--- config.mk ---
export PLATFORM = sky130hd
export DESIGN_NAME = clk_rst_seq
export DESIGN_NICKNAME = d
export VERILOG_FILES = /design/src/rtl/clk_rst_seq.sv
export SDC_FILE = /design/constraint.sdc
export NUM_CORES = 1
export LEC_CHECK = 0
export CAP_MARGIN = 40
export CORE_ASPECT_RATIO = 0.7
export CORE_UTILIZATION = 59
export CTS_CLUSTER_SIZE = 10
export DETAILED_ROUTE_END_ITERATION = 16
export GPL_TIMING_DRIVEN = 0
export PLACE_DENSITY = 0.84
export SLEW_MARGIN = 30
export SYNTH_ARGS = -nofsm -noshare
export SYNTH_HDL_FRONTEND = slang
export SYNTH_SLANG_ARGS = --single-unit
export TNS_END_PERCENT = 30
--- constraint.sdc ---
create_clock -name clk_sys -period 8.4 [get_ports clk_sys]
set_input_delay 1.68 -clock clk_sys [delete_from_list [all_inputs] [get_ports clk_sys]]
set_output_delay 1.68 -clock clk_sys [all_outputs]
set_load 0.01 [all_outputs]
--- src/rtl/clk_rst_seq.sv ---
// rtl/clk_rst_seq.sv - PLL lock qualification, staged per-domain reset release and clock-enable generation
module clk_rst_seq #(
    parameter int NUM_CH    = 4,
    parameter int DIV_W     = 16,
    parameter int LOCK_FILT = 8,
    parameter int HOLD_CYC  = 16,
    parameter int STAGE_GAP = 4
) (
    input  logic                    clk_sys,
    input  logic                    rst,
    input  logic                    pll_locked,
    input  logic                    soft_rst,
    input  logic [NUM_CH*DIV_W-1:0] div_cfg,
    output logic [NUM_CH-1:0]       ch_rst,
    output logic [NUM_CH-1:0]       ce,
    output logic                    ready,
    output logic [1:0]              state,
    output logic [7:0]              lock_lost_cnt
);

    localparam int FW = $clog2(LOCK_FILT + 1);
    localparam int HW = $clog2(HOLD_CYC + 1);
    localparam int RW = $clog2((NUM_CH - 1) * STAGE_GAP + 2);
    localparam logic [FW-1:0] FILT_LAST = FW'(LOCK_FILT - 1);
    localparam logic [HW-1:0] HOLD_LAST = HW'(HOLD_CYC - 1);
    localparam logic [RW-1:0] REL_LAST  = RW'((NUM_CH - 1) * STAGE_GAP + 1);

    typedef enum logic [1:0] {
        S_WAIT = 2'd0,
        S_HOLD = 2'd1,
        S_REL  = 2'd2,
        S_RUN  = 2'd3
    } state_t;

    state_t                          state_q, state_d;
    logic [FW-1:0]                   filt_q, filt_d;
    logic [HW-1:0]                   hold_q, hold_d;
    logic [RW-1:0]                   rel_q, rel_d;
    logic [NUM_CH-1:0]               ch_rst_q, ch_rst_d;
    logic [NUM_CH-1:0]               ce_q, ce_d;
    logic                            ready_q, ready_d;
    logic [7:0]                      lost_q, lost_d;
    // Latched divisor minus one, so a counter wraps at dm1 and never needs D itself
    logic [NUM_CH-1:0][DIV_W-1:0]    dm1_q, dm1_d;
    logic [NUM_CH-1:0][DIV_W-1:0]    cnt_q, cnt_d;

    always_comb begin
        state_d  = state_q;
        filt_d   = filt_q;
        hold_d   = hold_q;
        rel_d    = rel_q;
        ch_rst_d = ch_rst_q;
        ready_d  = ready_q;
        lost_d   = lost_q;
        dm1_d    = dm1_q;
        cnt_d    = cnt_q;
        ce_d     = '0;

        if (state_q == S_WAIT) begin
            ch_rst_d = '1;
            ready_d  = 1'b0;
            if (!pll_locked) begin
                filt_d = '0;
            end else if (filt_q == FILT_LAST) begin
                state_d = S_HOLD;
                filt_d  = '0;
                hold_d  = '0;
            end else begin
                filt_d = filt_q + 1'b1;
            end
        end else if (!pll_locked) begin
            state_d  = S_WAIT;
            filt_d   = '0;
            ch_rst_d = '1;
            ready_d  = 1'b0;
            if (lost_q != 8'hFF) lost_d = lost_q + 8'd1;
        end else if (soft_rst && state_q != S_HOLD) begin
            state_d  = S_HOLD;
            hold_d   = '0;
            ch_rst_d = '1;
            ready_d  = 1'b0;
        end else begin
            case (state_q)
                S_HOLD: begin
                    if (hold_q == HOLD_LAST) begin
                        state_d = S_REL;
                        rel_d   = '0;
                        for (int k = 0; k < NUM_CH; k++) begin
                            dm1_d[k] = (div_cfg[k*DIV_W +: DIV_W] == '0) ? '0
                                     : div_cfg[k*DIV_W +: DIV_W] - 1'b1;
                        end
                    end else begin
                        hold_d = hold_q + 1'b1;
                    end
                end
                S_REL: begin
                    rel_d = rel_q + 1'b1;
                    if (rel_d == REL_LAST) begin
                        state_d = S_RUN;
                        ready_d = 1'b1;
                    end
                end
                default: ;
            endcase
        end

        // rel_d counts edges since entering RELEASE; channel k opens at k*STAGE_GAP
        if (state_d == S_REL) begin
            for (int k = 0; k < NUM_CH; k++) begin
                ch_rst_d[k] = (rel_d < RW'(k * STAGE_GAP));
            end
        end

        for (int k = 0; k < NUM_CH; k++) begin
            if (ch_rst_d[k] || ch_rst_q[k]) begin
                cnt_d[k] = '0;
            end else begin
                cnt_d[k] = (cnt_q[k] == dm1_d[k]) ? '0 : cnt_q[k] + 1'b1;
            end
            ce_d[k] = !ch_rst_d[k] && (cnt_d[k] == dm1_d[k]);
        end
    end

    always_ff @(posedge clk_sys) begin
        if (rst) begin
            state_q  <= S_WAIT;
            filt_q   <= '0;
            hold_q   <= '0;
            rel_q    <= '0;
            ch_rst_q <= '1;
            ce_q     <= '0;
            ready_q  <= 1'b0;
            lost_q   <= '0;
            dm1_q    <= '0;
            cnt_q    <= '0;
        end else begin
            state_q  <= state_d;
            filt_q   <= filt_d;
            hold_q   <= hold_d;
            rel_q    <= rel_d;
            ch_rst_q <= ch_rst_d;
            ce_q     <= ce_d;
            ready_q  <= ready_d;
            lost_q   <= lost_d;
            dm1_q    <= dm1_d;
            cnt_q    <= cnt_d;
        end
    end

    assign ch_rst        = ch_rst_q;
    assign ce            = ce_q;
    assign ready         = ready_q;
    assign state         = state_q;
    assign lock_lost_cnt = lost_q;

endmodule

* After elaboration in Yosys (flattened, before gate mapping) *
Cells that the tools add are included.

cells by class
  add/sub/neg operators = 12
  order comparisons = 4
  equality and inequality tests = 19
  reductions and logical operators = 23
  bitwise operators = 2
  mux-type cells = 45

operator list
  kind                   count
  $mux 64                5
  $mux 16                12
  $eq 16x16->1           8
  $add 16x1->16 const B  4
  $logic_not 16->1       4
  $sub 16x1->16 const B  4
  $mux 4                 12
  $mux 5                 7
  $mux 2                 7
  $add 4x1->4 const B    2
  $add 8x1->8 const B    1
  $lt 4x4->1 const B     2
  $ne 8x8->1 const B     1
  $pmux 4 s2             1
  $ne 2x1->1 const B     3
  $add 5x1->5 const B    1
  $eq 5x4->1 const B     1
  $logic_and 1x1->1      5
  $eq 2x2->1 const B     2
  $eq 4x3->1 const B     1
  $eq 4x4->1 const B     1
  $logic_not 1->1        4
  $logic_or 1x1->1       4
  $lt 4x1->1 const B     1
  other kinds (11)       12

storage, ports and cells
  output and inout bits = 19
  input port bits = 68
  bits in registers = 160

* Longest topological paths before layout *
Gate-level depths: netlist of the first run.

  depth after elaboration = 13
  mapped depth = 19
  mapped depth without buffers = 14

* Worst setup path before layout of the first run *
OpenSTA, ideal clock, no wires.

  kind = in2reg
  from = in div_cfg[32]
  to = reg cnt_q[42] (netlist name)
  required time = 8.274 ns
  stages = 15
  data arrival time = 4.555 ns
  path buffers = 3
  library setup time = 0.126 ns
  setup slack = 3.719 ns
  path through = inv_1 -> ha_1 -> or3b_2 -> buf_2 -> nor3_2 -> a31o_2 -> o21ai_0 -> xor2_1 -> nor4_1 -> o2111ai_1 -> o31ai_4 -> or2_1 -> buf_2 -> buf_4 -> nor2_1

between the ends
  word-level cells in the longest chain between the ends = 10

ends and longest elaborated chain
  item                                                      RTL line  text
  start: declaration                                        13        input logic [NUM_CH*DIV_W-1:0] div_cfg,
  $sub 16x1->16 / $logic_not 16->1 (equally long branches)  90, 89
  $mux 16 (*)                                               89        dm1_d[k] = (div_cfg[k*DIV_W +: DIV_W] == '0) ? '0
  $mux 64 (*)                                               85        if (hold_q == HOLD_LAST) begin
  $mux 64 (*)                                               83        case (state_q)
  $mux 64 (*)                                               77        end else if (soft_rst && state_q != S_HOLD) begin
  $mux 64 (*)                                               71        end else if (!pll_locked) begin
  $mux 64 (*)                                               59        if (state_q == S_WAIT) begin
  $eq 16x16->1 (*)                                          118       cnt_d[k] = (cnt_q[k] == dm1_d[k]) ? '0 : cnt_q[k] + 1'b1;
  $mux 16 (*)                                               118
  $mux 16 (*)                                               115       if (ch_rst_d[k] || ch_rst_q[k]) begin
  end signal: assignment                                    146       cnt_q <= cnt_d;
  end: declaration                                          45        logic [NUM_CH-1:0][DIV_W-1:0] cnt_q, cnt_d;

Every way passes the cells marked *; elsewhere a longest branch is shown, timed or not.
A chain may end at the register's enable or synchronous reset.

* Worst setup path in the final report of the first run *
  from = in pll_locked
  to = reg ce_q[3] (netlist: ce[3])

between the ends
  word-level cells in the longest chain between the ends = 8

ends and longest elaborated chain
  item                                             RTL line  text
  start: declaration                               11        input logic pll_locked,
  $mux 4, or another cell as far along             71
  $mux 4 / $mux 2 (equally long branches)          59
  $lt 4x4->1 / $eq 2x2->1 (equally long branches)  110, 108
  $mux 4                                           108       if (state_d == S_REL) begin
  $logic_or 1x1->1                                 115
  $mux 16                                          115
  $eq 16x16->1                                     120       ce_d[k] = !ch_rst_d[k] && (cnt_d[k] == dm1_d[k]);
  $logic_and 1x1->1 (*)                            120
  end signal: assignment                           131       ce_q <= '0;
  end signal: assignment                           142       ce_q <= ce_d;
  end: declaration                                 40        logic [NUM_CH-1:0] ce_q, ce_d;

Marked as above.

==> results of run 1 <==
registers in the layout, indices dropped and copies added, names as in the netlist:
name           flops
cnt_q             64
dm1_q             64
lock_lost_cnt      8
hold_q             5
ce                 4
ch_rst             4
filt_q             4
rel_q              4
state              2
ready              1
tightest hold or removal path, cell delays in order, from the launching register on:
cell and delay (ns):
dfxtp_1 0.32, nand2_1 0.06, a21oi_1 0.06
layout by cell type (no fill, tap or decap), types with 32 or more instances in the layout:
cell and instances:
a21oi_1 73, inv_1 60, xor2_1 81, nor2b_1 36, dfxtp_1 160, o21ai_0 50
nor2_1 221, nor4_1 33, clkdlybuf4s50_1 79, nand4_1 32, nand2_1 96, clkbuf_1 50
nor3_1 44, xnor2_1 85, nand3_1 56
metal layers:
layer | up-vias | routed length (um) | GRT usage [%]
li1 | 5556 | - | -
met1 | 5593 | 16000 | 50.9
met2 | 626 | 15300 | 54.8
met3 | 81 | 3690 | 7.77
met4 | 0 | 916 | 12.9
met5 | - | 0 | 0
kinds of logic (layout without fill, tap and decap cells):
| kind of cell | after synthesis | count (layout) |
|---|---|---|
| simple gates | 668 | 668 |
| compound gates | 312 | 312 |
| xor+xnor | 166 | 166 |
| flops | 160 | 160 |
| buf+inv | 142 | 256 |
| fa+ha+maj | 18 | 18 |
| mux | 16 | 16 |
worst paths after layout:
| kind | startpoint | to | slack [ns] | depth (start not counted) |
|---|---|---|---|---|
| max | pll_locked | ce[3]$_SDFF_PP0_ | 2.29 | 15 |
| max reg2reg | hold_q[0]$_SDFFE_PP0P_ | ce[3]$_SDFF_PP0_ | 3.22 | 17 |
| min | filt_q[3]$_SDFFE_PP0P_ | filt_q[3]$_SDFFE_PP0P_ | 0.48 | 2 |
| min reg2reg | filt_q[3]$_SDFFE_PP0P_ | filt_q[3]$_SDFFE_PP0P_ | 0.48 | 2 |
metrics by stage:
step | hold WS (ns) | util (%) | instances | cell area [um^2] | setup slack [ns]
3_3_place_gp | 0.451 | 67.3 | 1797 | 12400 | 2.14
6_report | 0.478 | 70.7 | 1832 | 13000 | 2.29
4_1_cts | 0.480 | 70.7 | 1830 | 13000 | 2.51
5_1_grt | 0.512 | 70.7 | 1832 | 13000 | 2.18
3_5_place_dp | 0.468 | 67.3 | 1798 | 12400 | 2.11
2_1_floorplan | 0.440 | - | 1482 | 11300 | 3.72
layout make-up:
class	instances	share of cell area [%]
multi-input cells	1180	57.6
flip-flops and latches	160	24.7
repair buffers	82	6.30
clock buffers	17	3.27
plain buffers	82	2.76
well taps	236	2.27
inverters	60	1.73
clock inverters	15	1.44
where the power goes:
group | internal, mW | switching, mW | leakage, nW
logic | 0.0520 | 0.0726 | 3.12
registers | 0.758 | 0.000371 | 1.29
clock network | 0.407 | 0.387 | 0.295
==> run metrics, run 1 <==
post-synthesis adder-cell area fraction 2.00%; Chip Width 167 um; most frequently used flop master after synthesis dfxtp_1; post-synth cell types 90; area of the multi-input gates 0.00748 mm^2; Detailed Route Iter0 Violations 1636; Vias/cell 6.47; Placer Congestion 0.972; post-detail-place hpwl 27.3 mm; status finished clean; Cells after Synth 1482; clock-pin slew on the worst setup and hold paths 0.08 ns; CTS tree built; post-layout power 1.68 mW; Final min period 6.11 ns; EDFF count, synth 0; DRT antenna net count 0; most common cell in the netlist nor2_1; Synth area leader dfxtp_1; slowest stage cell, crit path clkbuf_1; Seq cells post-synth 160; area fraction in compound gates after synthesis 19.2%; register area 0.00320 mm^2; Layout area overhead 15.3%; delay-heaviest family, CP buffers and inverters; Finish-stage setup viols 0; Setup crit end kind flip-flop; largest family of logic cells by synthesized area simple AND/OR/NAND/NOR gates; Initial DRT Pass Iterations 5; Worst setup SP type input port; Worst Tran Pin Value 0.829 ns; overall routing resource usage 36.3%; Wirelength per Cell 19.6 um; Worst Path Arrival 6.48 ns; Routed WL 35.9 mm; list of most frequent post-synthesis cells nor2_1, dfxtp_1, nand2_1; NumNets Final 1669; fraction of layout cells with a size suffix above 1 6.95%; clock sink total 160; CTS root buffer clkbuf_16; vias post-DR 11900; pin count of the biggest net entering global routing 20; mapped cell area 0.0113 mm^2; RSZ-0062 raised after global routing false; Core ar. 0.0184 mm^2; CP bufs+invs 6; IO Port Bufs 79; Syn Nets 1568; Syn Area/Cell 7.60 um^2; fin. max-slew vios 0; worst-path fanout max 10; H-tree levels 4; most area-consuming cells after synthesis dfxtp_1, nor2_1, xnor2_1; TNS Setup 0 ns; # DRC 0; antenna cells 0; final hold vios 0; most frequent CP cell buf_2; Post-Synth XOR/XNOR Area 12.9%; CTS Hold Buffers Added 0; post-CTS setup buffer count 0; Chip Height 118 um; first-pass GRT wire length 56.7 mm; Worst slew margin 44.7%; Tcrit/Tclk final 72.7%; post-synthesis async set-or-reset flop share 0%; initial antenna violation count 0; Clock Path Buffers 2; FILL cells 1572; IO Pins 87; Core Rows 41; CTS resizes 0; CP Data Required Time 8.77 ns; DIE AREA 0.0197 mm^2; leakage dissipation 4.70 nW; Yosys warning count 0; share of the synthesized area in the top cell type 28.4%; max-cap violations 0; vias in the first global route 10800; max incr delay on CP 0.65 ns; final clock skew 0.0137 ns; Setup CP Type in2reg; pwr dens 129 mW/mm^2; cts bufs inserted 17; VDD IR max 87.7 uV; grt total ovfl 0; clock latency on the worst-skew pair 0.44 ns; Simple-Gate Fraction of Synth Area 30.9%; multiplexer area fraction after synthesis 1.44%; worst path cell trace clkdlybuf4s50_1 > and4b_1 > buf_2 > buf_2 > buf_1 > clkbuf_1 > o211ai_1 > nor4_1 > o2111ai_1 > o21ai_2 > buf_6 > a21oi_1 > o22ai_1 > o211a_1 > o2111a_1; Initial Util 61.3%; path type of the worst min-delay path reg2reg; sequential-to-total area share from yosys stat 28.4%; FMAX 164 MHz
Note: power is estimated with default switching activity, not from simulation.
==> run 2: changes to the inputs <==
==> constraint.sdc (replaced) <==
create_clock -name clk_sys -period 5.8 [get_ports clk_sys]
set_input_delay 1.16 -clock clk_sys [delete_from_list [all_inputs] [get_ports clk_sys]]
set_output_delay 1.16 -clock clk_sys [all_outputs]
set_load 0.01 [all_outputs]
==> results of run 2 <==
The final DEF is identical to that of run 1. Status: finished clean.
Main changes from that run: setup slack after placement 2.11 ns -> 0.0335 ns; setup slack after layout 2.29 ns -> 0.212 ns; register-to-register setup slack 3.22 ns -> 0.62 ns; total power 1.68 mW -> 2.43 mW; worst IR drop on VDD 87.7 uV -> 127 uV
==> run 3: changes to the inputs <==
--- a/config.mk
+++ b/config.mk
@@ -7,11 +7,11 @@
 export LEC_CHECK = 0
 export CAP_MARGIN = 40
 export CORE_ASPECT_RATIO = 0.7
-export CORE_UTILIZATION = 59
+export CORE_UTILIZATION = 54
 export CTS_CLUSTER_SIZE = 10
 export DETAILED_ROUTE_END_ITERATION = 16
 export GPL_TIMING_DRIVEN = 0
-export PLACE_DENSITY = 0.84
+export PLACE_DENSITY = 0.82
 export SLEW_MARGIN = 30
 export SYNTH_ARGS = -nofsm -noshare
 export SYNTH_HDL_FRONTEND = slang
==> constraint.sdc (replaced) <==
create_clock -name clk_sys -period 4.6 [get_ports clk_sys]
set_input_delay 0.92 -clock clk_sys [delete_from_list [all_inputs] [get_ports clk_sys]]
set_output_delay 0.92 -clock clk_sys [all_outputs]
set_load 0.01 [all_outputs]
==> run 3 against run 2 <==
Flip-flop and latch count did not move. Combinational power is 30% higher. Register-to-register slack worse by 0.42 ns. Via count shrank 0.18%. Critical path depth down 2. Clock skew decreased by 0.0051 ns. Cell count grew 2.2%. Global-route usage down 1.5 points. Routed wire length increased by 5.0%. Critical path type unchanged. Critical endpoint is now ce[0]$_SDFF_PP0_. Non-clock buffer count is 7 higher. First-iteration DRC count decreased by 11%. Die area up 9.1%.
==> run metrics, run 3 (synthesized netlist as in run 1, its figures left out) <==
Chip Height 123 um; CTS Hold Buffers Added 0; antenna cells 0; initial antenna violation count 0; Wirelength per Cell 20.1 um; CTS tree built; worst path cell trace clkdlybuf4s50_1 > nand4b_1 > buf_4 > clkbuf_4 > buf_6 > nor2_2 > nor2_1 > a311oi_1 > nor4_4 > nor3_4 > a21oi_1 > or3_1 > a2111oi_2; leakage dissipation 4.79 nW; final clock skew 0.00865 ns; Final min period 4.54 ns; Chip Width 175 um; delay-heaviest family, CP simple AND/OR/NAND/NOR gates; first-pass GRT wire length 58.1 mm; Worst R2R Path Depth 15; clock sink total 160; fin. max-slew vios 0; Final Non-Filler Cells 1873; Worst Path Arrival 4.88 ns; max-cap violations 0; Initial Util 56.0%; fraction of layout cells with a size suffix above 1 8.73%; DIE AREA 0.0215 mm^2; Core ar. 0.0201 mm^2; Final WS setup 0.0560 ns; Tcrit/Tclk final 98.8%; Detailed Route Iter0 Violations 1457; IO Pins 87; Setup crit end kind flip-flop; Core Rows 43; pin count of the biggest net entering global routing 17; # DRC 0; Reg-to-Reg End ce[0]$_SDFF_PP0_; post-detail-place hpwl 28.6 mm; dpl ws -1.09 ns; r2r startpoint hold_q[0]$_SDFFE_PP0P_; post-route cell area 0.0132 mm^2; CTS root buffer clkbuf_16; NumNets Final 1676; grt total ovfl 0; FILL cells 1761; Layout area overhead 16.8%; slowest stage cell, crit path clkdlybuf4s50_1; vias in the first global route 10500; pwr dens 227 mW/mm^2; DRT antenna net count 0; Worst Hold Endpoint filt_q[3]$_SDFFE_PP0P_; Hold Crit Depth 2; cts bufs inserted 17; Worst Tran Pin Value 0.855 ns; final hold vios 0; most frequent cells in the layout nor2_1, dfxtp_1, nand2_1, xnor2_1, xor2_1; max incr delay on CP 0.61 ns; worst hold path startpoint filt_q[3]$_SDFFE_PP0P_; Initial DRT Pass Iterations 5; clock-pin slew on the worst setup and hold paths 0.07 ns; CP Data Required Time 4.94 ns; fin util 65.4%; H-tree levels 4; Routed WL 37.7 mm; overall routing resource usage 34.8%; Vias/cell 6.32; Finish-stage setup viols 0; Placer Congestion 1.03; TNS Setup 0 ns; vias post-DR 11800; clock latency on the worst-skew pair 0.44 ns; status finished clean; WHS 0.468 ns; VDD IR max 243 uV; Setup CP Type in2reg; FMAX 220 MHz; FF-to-FF setup slack 0.20 ns; post-layout power 2.99 mW; most common cell after layout, fill and taps aside nor2_1; crit path from pll_locked; Clock Path Buffers 2; worst-path fanout max 10; Worst setup SP type input port; path type of the worst min-delay path reg2reg; Worst slew margin 43.0%; DP Cell Count 1832; CP bufs+invs 4; IO Port Bufs 79; placed instance area 0.0124 mm^2
run 3: cell count changes in the layout (fill, tap and decap cells not counted), sizes merged:
cell	previous run	this run
clkinvlp	1	3
buf	32	39
clkdlybuf4s15	1	0
clkbuf	69	70
inv	68	67
clkinv	6	5
run 3: worst max-delay path by stage:
stage / end / slack (ns) / cells after the start
global route: ce[0]$_SDFF_PP0_ / -0.08 / 13
floorplan: cnt_q[42]$_SDFF_PP0_ / 0.68 / 15
finish: ce[0]$_SDFF_PP0_ / 0.06 / 13
CTS: ce[1]$_SDFF_PP0_ / -0.02 / 13
global placement: ce[3]$_SDFF_PP0_ / -1.02 / 13
detailed placement: ce[3]$_SDFF_PP0_ / -1.09 / 13
run 3: area by class of cell:
| cell class | count | area [um^2] | share of cell area [%] |
|---|---|---|---|
| clock buffer | 17 | 425 | 3.23 |
| tap | 270 | 338 | 2.57 |
| multi-input combinational | 1180 | 7590 | 57.7 |
| inverter | 60 | 225 | 1.71 |
| sequential | 160 | 3200 | 24.3 |
| timing repair buffer | 91 | 877 | 6.66 |
| clock inverter | 15 | 124 | 0.941 |
| buffer | 80 | 378 | 2.87 |
run 3: worst register-to-register path, cell delays in order, from the launching register on:
cell       delay, ns
dfxtp_1         0.39
ha_1            0.20
and3_1          0.18
ha_1            0.22
nand4b_1        0.29
buf_4           0.30
clkbuf_4        0.24
buf_6           0.20
nor2_2          0.29
nor2_1          0.10
a311oi_1        0.58
nor4_4          0.12
nor3_4          0.39
a21oi_1         0.11
or3_1           0.35
a2111oi_2       0.37
run 3: where the power goes:
group          internal (mW)  leakage, nW  total, mW  switching [mW]
combinational         0.0969         3.23      0.234           0.137
clock                  0.706        0.266       1.37           0.661
sequential              1.39         1.29       1.39        0.000677
run 3: repair_timing:
action / in CTS / in global routing
pin swaps: 2 / 2
gates cloned: 0 / 0
resized for setup: 14 / 27
buffers inserted: 3 / 8
setup endpoints to repair: 49 / 50
run 3: layer usage:
layer | vias up | routed length [um] | global-route usage (%) | part of all wire [%]
met4 | 0 | 520 | 7.77 | 1.4
met3 | 46 | 3680 | 6.47 | 9.8
met5 | - | 0 | 0 | 0
li1 | 5555 | - | - | -
met2 | 597 | 16300 | 53.7 | 43
met1 | 5637 | 17200 | 50.3 | 46
